### config.mk
export PLATFORM = sky130hd
export DESIGN_NAME = core_lsu
export DESIGN_NICKNAME = d
export VERILOG_FILES = /design/src/rtl/core_lsu.sv
export SDC_FILE = /design/constraint.sdc
export NUM_CORES = 1
export LEC_CHECK = 0
export CAP_MARGIN = 15
export CORE_ASPECT_RATIO = 1.1
export CORE_MARGIN = 4
export CORE_UTILIZATION = 30
export DETAILED_ROUTE_END_ITERATION = 10
export SETUP_SLACK_MARGIN = 0.4
export SKIP_LAST_GASP = 1
export SYNTH_ARGS = -nofsm -noshare
export SYNTH_HDL_FRONTEND = slang
export SYNTH_SLANG_ARGS = --single-unit
### constraint.sdc
create_clock -name i_clk -period 2.85 [get_ports i_clk]
set_clock_uncertainty 0.1 [all_clocks]
set_input_delay 0.285 -clock i_clk [delete_from_list [all_inputs] [get_ports i_clk]]
set_output_delay 0.285 -clock i_clk [all_outputs]
set_load 0.01 [all_outputs]
### src/rtl/core_lsu.sv
// core_lsu: load/store unit between execute and the arbiter's LSU port.
// Checks funct3 and alignment on accept, issues one word-aligned request,
// extracts/extends load data and returns a single done or fault pulse.
`timescale 1ns/1ps
module core_lsu #(
    parameter int AW      = 32,
    parameter int DW      = 32,
    parameter int TIMEOUT = 64
) (
    input  logic          i_clk,
    input  logic          i_rst,
    input  logic          i_clk_en,
    input  logic          i_valid,
    output logic          o_ready,
    input  logic          i_is_store,
    input  logic [2:0]    i_funct3,
    input  logic [AW-1:0] i_addr,
    input  logic [DW-1:0] i_wdata,
    input  logic [4:0]    i_rd,
    output logic          o_mem_read,
    output logic          o_mem_write,
    output logic [AW-1:0] o_mem_addr,
    output logic [3:0]    o_mem_byte_en,
    output logic [DW-1:0] o_mem_wdata,
    input  logic          i_mem_grant,
    input  logic          i_mem_rvalid,
    input  logic [DW-1:0] i_mem_rdata,
    output logic          o_done,
    output logic          o_rd_we,
    output logic [4:0]    o_rd,
    output logic [DW-1:0] o_rdata,
    output logic          o_fault,
    output logic [1:0]    o_fault_cause
);

    typedef enum logic [2:0] {
        S_IDLE   = 3'd0,
        S_REQ    = 3'd1,
        S_WAIT_R = 3'd2,
        S_RESP   = 3'd3,
        S_FAULT  = 3'd4
    } state_t;

    localparam logic [1:0] CAUSE_MISALIGN = 2'd1;
    localparam logic [1:0] CAUSE_ILLEGAL  = 2'd2;
    localparam logic [1:0] CAUSE_TIMEOUT  = 2'd3;

    // Counter only needs to reach TIMEOUT-1; it parks there so that a grant
    // on the last cycle followed by a late rvalid still gets one final chance.
    localparam int            CW       = (TIMEOUT > 1) ? $clog2(TIMEOUT) : 1;
    localparam logic [CW-1:0] CNT_LAST = (TIMEOUT > 0) ? CW'(TIMEOUT - 1) : '0;

    state_t        state_q, state_d;
    logic [1:0]    cause_q, cause_d;
    logic [CW-1:0] cnt_q, cnt_d;
    logic          is_store_q;
    logic [2:0]    funct3_q;
    logic [AW-1:0] addr_q;
    logic [DW-1:0] wdata_q;
    logic [4:0]    rd_q;
    logic [DW-1:0] rdata_q, rdata_d;

    logic          accept;
    logic          illegal_in;
    logic          misalign_in;
    logic          tmo_last;
    logic [7:0]    ld_byte;
    logic [15:0]   ld_half;
    logic [DW-1:0] ld_ext;

    assign accept   = i_valid && (state_q == S_IDLE);
    assign tmo_last = (TIMEOUT != 0) && (cnt_q == CNT_LAST);

    // Decode of the incoming op: illegal width codes and misaligned H/W
    always_comb begin
        illegal_in  = 1'b0;
        misalign_in = 1'b0;
        if (i_is_store) begin
            illegal_in = (i_funct3 > 3'd2);
        end else begin
            illegal_in = (i_funct3 == 3'd3) || (i_funct3[2:1] == 2'b11);
        end
        if (i_funct3[1:0] == 2'b01) begin
            misalign_in = i_addr[0];
        end else if (i_funct3[1:0] == 2'b10) begin
            misalign_in = (i_addr[1:0] != 2'b00);
        end
    end

    // State register, fault cause and timeout counter
    always_ff @(posedge i_clk or negedge i_rst) begin
        if (!i_rst) begin
            state_q <= S_IDLE;
            cause_q <= 2'd0;
            cnt_q   <= '0;
        end else if (i_clk_en) begin
            state_q <= state_d;
            cause_q <= cause_d;
            cnt_q   <= cnt_d;
        end
    end

    // Next-state: illegal beats misaligned; grant/rvalid beat the timeout
    always_comb begin
        state_d = state_q;
        cause_d = cause_q;
        unique case (state_q)
            S_IDLE: begin
                if (accept) begin
                    if (illegal_in) begin
                        state_d = S_FAULT;
                        cause_d = CAUSE_ILLEGAL;
                    end else if (misalign_in) begin
                        state_d = S_FAULT;
                        cause_d = CAUSE_MISALIGN;
                    end else begin
                        state_d = S_REQ;
                    end
                end
            end
            S_REQ: begin
                if (i_mem_grant) begin
                    state_d = is_store_q ? S_RESP : S_WAIT_R;
                end else if (tmo_last) begin
                    state_d = S_FAULT;
                    cause_d = CAUSE_TIMEOUT;
                end
            end
            S_WAIT_R: begin
                if (i_mem_rvalid) begin
                    state_d = S_RESP;
                end else if (tmo_last) begin
                    state_d = S_FAULT;
                    cause_d = CAUSE_TIMEOUT;
                end
            end
            S_RESP:  state_d = S_IDLE;
            S_FAULT: state_d = S_IDLE;
            default: state_d = S_IDLE;
        endcase
    end

    // Timeout counter: cleared on accept, counts REQ/WAIT_R cycles, saturates
    always_comb begin
        cnt_d = cnt_q;
        if (accept) begin
            cnt_d = '0;
        end else if ((state_q == S_REQ || state_q == S_WAIT_R) && (cnt_q != CNT_LAST)) begin
            cnt_d = cnt_q + CW'(1);
        end
    end

    // Load lane select and sign/zero extension
    always_comb begin
        ld_byte = 8'h00;
        unique case (addr_q[1:0])
            2'd0: ld_byte = i_mem_rdata[7:0];
            2'd1: ld_byte = i_mem_rdata[15:8];
            2'd2: ld_byte = i_mem_rdata[23:16];
            2'd3: ld_byte = i_mem_rdata[31:24];
            default: ld_byte = 8'h00;
        endcase
        ld_half = addr_q[1] ? i_mem_rdata[31:16] : i_mem_rdata[15:0];
        unique case (funct3_q)
            3'd0:    ld_ext = {{24{ld_byte[7]}}, ld_byte};
            3'd1:    ld_ext = {{16{ld_half[15]}}, ld_half};
            3'd4:    ld_ext = {24'h000000, ld_byte};
            3'd5:    ld_ext = {16'h0000, ld_half};
            default: ld_ext = i_mem_rdata;
        endcase
        rdata_d = rdata_q;
        if (state_q == S_WAIT_R && i_mem_rvalid) begin
            rdata_d = ld_ext;
        end
    end

    // Op latch on accept; load result register survives stores and faults
    always_ff @(posedge i_clk or negedge i_rst) begin
        if (!i_rst) begin
            is_store_q <= 1'b0;
            funct3_q   <= 3'd0;
            addr_q     <= '0;
            wdata_q    <= '0;
            rd_q       <= 5'd0;
            rdata_q    <= '0;
        end else if (i_clk_en) begin
            if (accept) begin
                is_store_q <= i_is_store;
                funct3_q   <= i_funct3;
                addr_q     <= i_addr;
                wdata_q    <= i_wdata;
                rd_q       <= i_rd;
            end
            rdata_q <= rdata_d;
        end
    end

    // Outputs decoded from state; the request is held from latched fields
    always_comb begin
        o_ready       = (state_q == S_IDLE);
        o_mem_read    = (state_q == S_REQ) && !is_store_q;
        o_mem_write   = (state_q == S_REQ) && is_store_q;
        o_mem_addr    = {addr_q[AW-1:2], 2'b00};
        o_mem_byte_en = 4'b0000;
        o_mem_wdata   = '0;
        if (o_mem_write) begin
            unique case (funct3_q[1:0])
                2'b00: begin
                    o_mem_byte_en = 4'b0001 << addr_q[1:0];
                    o_mem_wdata   = {4{wdata_q[7:0]}};
                end
                2'b01: begin
                    o_mem_byte_en = 4'b0011 << addr_q[1:0];
                    o_mem_wdata   = {2{wdata_q[15:0]}};
                end
                default: begin
                    o_mem_byte_en = 4'b1111;
                    o_mem_wdata   = wdata_q;
                end
            endcase
        end
        o_done        = (state_q == S_RESP);
        o_rd_we       = (state_q == S_RESP) && !is_store_q;
        o_rd          = rd_q;
        o_rdata       = rdata_q;
        o_fault       = (state_q == S_FAULT);
        o_fault_cause = (state_q == S_FAULT) ? cause_q : 2'd0;
    end

endmodule

* Word-level counts from Yosys, hierarchy flattened
Cells that the tools add are included.
** Cells by class
- Add/subtract/negate cells :: 1
- $lt $le $gt $ge :: 1
- Equality and inequality tests :: 21
- Shift-type cells :: 2
- Multiplexer cells :: 28
- Reductions and logical operators :: 21
** Operators with widths (count)
- $pmux 32 s4 :: 1
- $pmux 32 s2 :: 1
- $mux 32 :: 1
- $pmux 8 s4 :: 1
- $mux 3 :: 6
- $mux 16 :: 1
- $mux 2 :: 7
- $mux 6 :: 2
- $eq 3x2->1 const B :: 3
- $eq 3x3->1 const B :: 3
- $pmux 3 s3 :: 1
- $eq 2x2->1 const B :: 4
- $pmux 4 s2 :: 1
- $reduce_and 2->1 :: 4
- $add 6x1->6 const B :: 1
- $eq 2x1->1 const B :: 3
- $eq 3x1->1 const B :: 2
- $eq 6x6->1 const B :: 1
- $logic_and 1x1->1 :: 6
- $logic_not 3->1 :: 2
- $ne 6x6->1 const B :: 1
- $pmux 2 s3 :: 1
- $reduce_and 6->1 :: 1
- $logic_not 2->1 :: 2
- 12 further kinds :: 18
** Storage, ports and cells
- Register bits after elaboration :: 116
- Input bits :: 111
- Logic and storage cells :: 83

* Depth between registers and ports, before layout
- Depth after elaboration :: 7
- Depth in mapped cells :: 8
- Gate-level depth less buffers :: 5

* Worst setup path before layout
Ideal clock, no wire load.
- Kind :: register to output
- Start point :: register state_q[1]
- End point :: output o_mem_byte_en[0]
- Arrival :: 1.627 ns
- Data required time :: 2.465 ns
- Setup slack :: 0.838 ns
- Cell stages (with the launch flop) :: 8
- Path buffers :: 3
- Cells stage by stage :: dfrtp_1 -> buf_6 -> nand2b_1 -> nor2_1 -> nand2_1 -> buf_2 -> buf_1 -> nor2_1
** On the way
- Word-level cells in the longest chain between the ends :: 3
** RTL lines
- start: declaration :: RTL line 53 : state_t state_q, state_d;
- start signal: assignment :: RTL line 97 : state_q <= state_d;
- $eq 3x1->1 :: RTL line 202 : o_mem_write = (state_q == S_REQ) && is_store_q;
- $logic_and 1x1->1 :: RTL line 202
- $mux 4 :: RTL line 206 : if (o_mem_write) begin
- end: declaration :: RTL line 23 : output logic [3:0] o_mem_byte_en,
Every way passes these cells.

* Final worst setup path
- Start point :: register state_q[1]
- End point :: output o_ready
** On the way
- Word-level cells in the longest chain between the ends :: 1
** RTL lines
- $logic_not 3->1 :: RTL line 200 : o_ready = (state_q == S_IDLE);
- end: declaration :: RTL line 14 : output logic o_ready,
Every way passes these cells.

==> summary.md <==
| Metric | Value |
|---|---|
| #FFs+latches synth | `116` |
| WL/cell | `17.2 um` |
| Synthesized instance count | `717` |
| CTS H-Tree Depth | `4` |
| Final ANT Viol Nets | `0` |
| Die W | `143 um` |
| Pre-CTS WS | `0.509 ns` |
| Slew Viols, Final | `0` |
| Top Layer Used | `met4` |
| Area of the multi-input gates | `2640 um^2` |
| Sequential share of power | `31.9%` |
| I/O pin cnt | `224` |
| Sequential cell area | `2900 um^2` |
| FP Rows | `53` |
| Core Box Area | `19400 um^2` |
| Layout cell share with drive strength beyond 1 | `10.4%` |
| Root Driver | `clkbuf_16` |
| First-pass GRT wire length | `31.2 mm` |
| CTS tree | `done` |
| Ys flop type | `dfrtp_1` |
| Routed wl met2 | `9.08 mm` |
| Commonest non-fill, non-tap cell in the layout | `nand2_1` |
| Inst Count DP | `1130` |
| Relative slew slack | `59.2%` |
| Unrepaired setup endpoints after global routing | `yes` |
| DRT Pass-1 Iters | `4` |
| Max Freq | `0.416 GHz` |
| CP Capture Type | `output pin` |
| Most frequent cells in the layout | `263 x nand2_1, 183 x clkdlybuf4s50_1, 115 x dfrtp_1, 42 x nor2_1, 35 x nand3_1` |
| # setup viols final | `0` |
| Fin crit share | `84.4%` |
| Die Y | `156 um` |
| Vias per Instance | `4.74` |
| Total CTS buffers | `17` |
| Clock Power Share | `25.2%` |
| Pin count of the biggest net entering global routing | `53` |
| Max-cap violations | `0` |
| Post-synth EDFFs | `0` |
| Gate power share | `42.9%` |
| Clk pin slew, worst setup/hold paths | `0.06 ns` |
| Fillers | `1897` |
| Clk sinks | `116` |
| # diodes | `0` |
| CP Max Fanout | `11` |
| Tmin final | `2.40 ns` |
| Critical Path RT | `2.47 ns` |
| Switching Share | `36.3%` |
| Asr flop ratio synth | `100%` |
| Class of the worst hold path | `primary input to flip-flop` |
| Die area | `22300 um^2` |
| Sw Pwr | `3.37 mW` |
| Final std cells w/o fill | `1167` |
| WL met3 | `2.13 mm` |
| Met1 WL | `8.55 mm` |
| Synth Cell Area | `5980 um^2` |
| P per Cell Area | `1040 nW/um^2` |
| Post-route DRC | `0` |
| Total gr overflow | `0` |
| Overall Global Routing Usage | `17.9%` |
| Critical Path Start Type | `flip-flop` |
| Initial Util | `30.9%` |
| Post-layout nets | `1019` |
| Final hold violation count | `0` |
| Synth top area share | `48.5%` |
| Starting DRC count in detailed routing | `211` |
| Critical-path top delay cell | `clkdlybuf4s50_1` |
| Synth Warn # | `0` |
| Final WS setup | `0.445 ns` |
| Routed Wire Length | `20.0 mm` |
| Outcome | `finished, final reports clean` |
| Netlist cell types | `46` |
| Peak supply drop | `0.429 mV` |
| Vias in the first global route | `5674` |
| Clk buf depth | `2` |
| Area leader, netlist | `dfrtp_1` |
| Worst skew pair latency | `0.41 ns` |
| Avg Cell Area, Syn | `8.35 um^2` |
| P&R area growth vs syn | `49.8%` |
| Critical path arrival | `2.02 ns` |
| Main area contributors after synthesis | `dfrtp_1 49%, nand2_1 17%, mux2i_1 4.5%` |
| Final Wtd Congestion | `0.768` |
| Worst slew pin tran | `0.612 ns` |
| Critical path's largest stage delay | `0.63 ns` |
| Worst path cell trace | `buf_4, nor3_2, clkdlybuf4s50_1` |
| Initial antenna violation count | `0` |
| Port Buffers | `221` |
| DPL Wire Length | `14.3 mm` |
| Leak pwr | `4.41 nW` |
| DR vias | `5528` |
| Setup TNS | `0 ns` |
| Int Pwr | `5.92 mW` |
| Sequential share of the synthesized area | `48.5%` |
| Critical path class | `flip-flop to output pin` |
[worst paths after layout]
| kind | start | end | slack, ns | cells past startpoint |
|---|---|---|---|---|
| min reg2reg | addr_q[21] | addr_q[21] | 0.37 | 2 |
| max | state_q[1] | o_ready | 0.45 | 3 |
| min in group asynchronous | i_rst | o_rdata[26] | 0.35 | 2 |
| max reg2reg | state_q[1] | addr_q[17] | 0.74 | 6 |
| min | i_addr[16] | addr_q[16] | 0.30 | 3 |
| max in group asynchronous | i_rst | addr_q[20] | 1.48 | 3 |
[cells in the mapped netlist, types with 2 or more instances]
cell type,n
nand2_1,264
dfrtp_1,116
nor2_1,44
nand3_1,36
buf_4,33
clkbuf_1,31
mux2i_1,27
a21oi_1,24
o21ai_0,17
and3_1,12
nor3_1,12
o21ai_1,12
buf_2,8
mux2_1,8
nand2b_1,8
a211oi_1,6
a2bb2o_1,6
inv_1,5
buf_1,4
nor2b_1,4
buf_6,3
inv_2,3
o31ai_1,3
a221o_1,2
a22oi_1,2
nor3_2,2
nor4_1,2
o211ai_1,2
o22ai_1,2
or3_1,2
or4_1,2
[layer usage]
layer	track usage, %	vias to the layer above
met3	7.79	20
met4	4.66	0
li1	-	2701
met2	27.8	211
met5	0	-
met1	23.0	2596
[power by group through the flow]
stage                     logic, mW  registers (mW)  clock network, mW
after floorplan                2.34            2.94                  0
after global placement         3.96            2.98                  0
after detailed placement       4.00            2.98                  0
after CTS                      4.05            2.98               2.40
after global routing           4.43            3.08               2.48
final                          3.99            2.96               2.34
[cells by family after synthesis]
kind of cell,Yosys count,share of synthesized area (%)
xor gates and xnor gates,2,0.606
AOI/OAI and AO/OA,81,8.59
other,1,0.0627
adders and majority gates,1,0.209
DFF,116,48.5
and+or+nand+nor,392,27.4
muxes,37,6.59
buffers and inverters,87,8.07
[sequential cells by signal, indices dropped and copies added (netlist names)]
signal,flops
addr_q,32
cause_q,2
cnt_q,6
funct3_q,3
is_store_q,1
o_rd,5
o_rdata,32
state_q,3
wdata_q,32
[cell type report]
class / instances / share of cell area [%]
clock inverter: 11 / 1.95
tap: 247 / 3.45
sequential: 116 / 32.4
inverter: 8 / 0.335
clock buffer: 21 / 5.25
multi-input combinational: 515 / 29.4
timing repair buffer: 249 / 27.2
[stage by stage]
stage                     total power [mW]  utilization [%]  cell area, um^2  hold WS (ns)
after floorplan                       5.28                -             5990        -0.111
after global placement                6.94             42.8             8280         0.231
after detailed placement              6.98             42.8             8280         0.241
after CTS                             9.42             46.4             8990         0.276
after global routing                  9.98             46.3             8960         0.290
final                                 9.29             46.3             8960         0.296
[repair_timing]
item | CTS | global route
hold buffers | 1 | 0
setup endpoints to repair | 29 | 35
cloned | 1 | 0
hold endpoints to repair | 40 | 0
buffers inserted | 3 | 0
resized for setup | 32 | 53
[worst max-delay path: cells and delay by family (launching register included)]
family	cells	cell delay [ns]
buffers and inverters	2	0.82
and+or+nand+nor	1	0.42
DFF	1	0.37
Note: power is estimated with default switching activity, not from simulation.
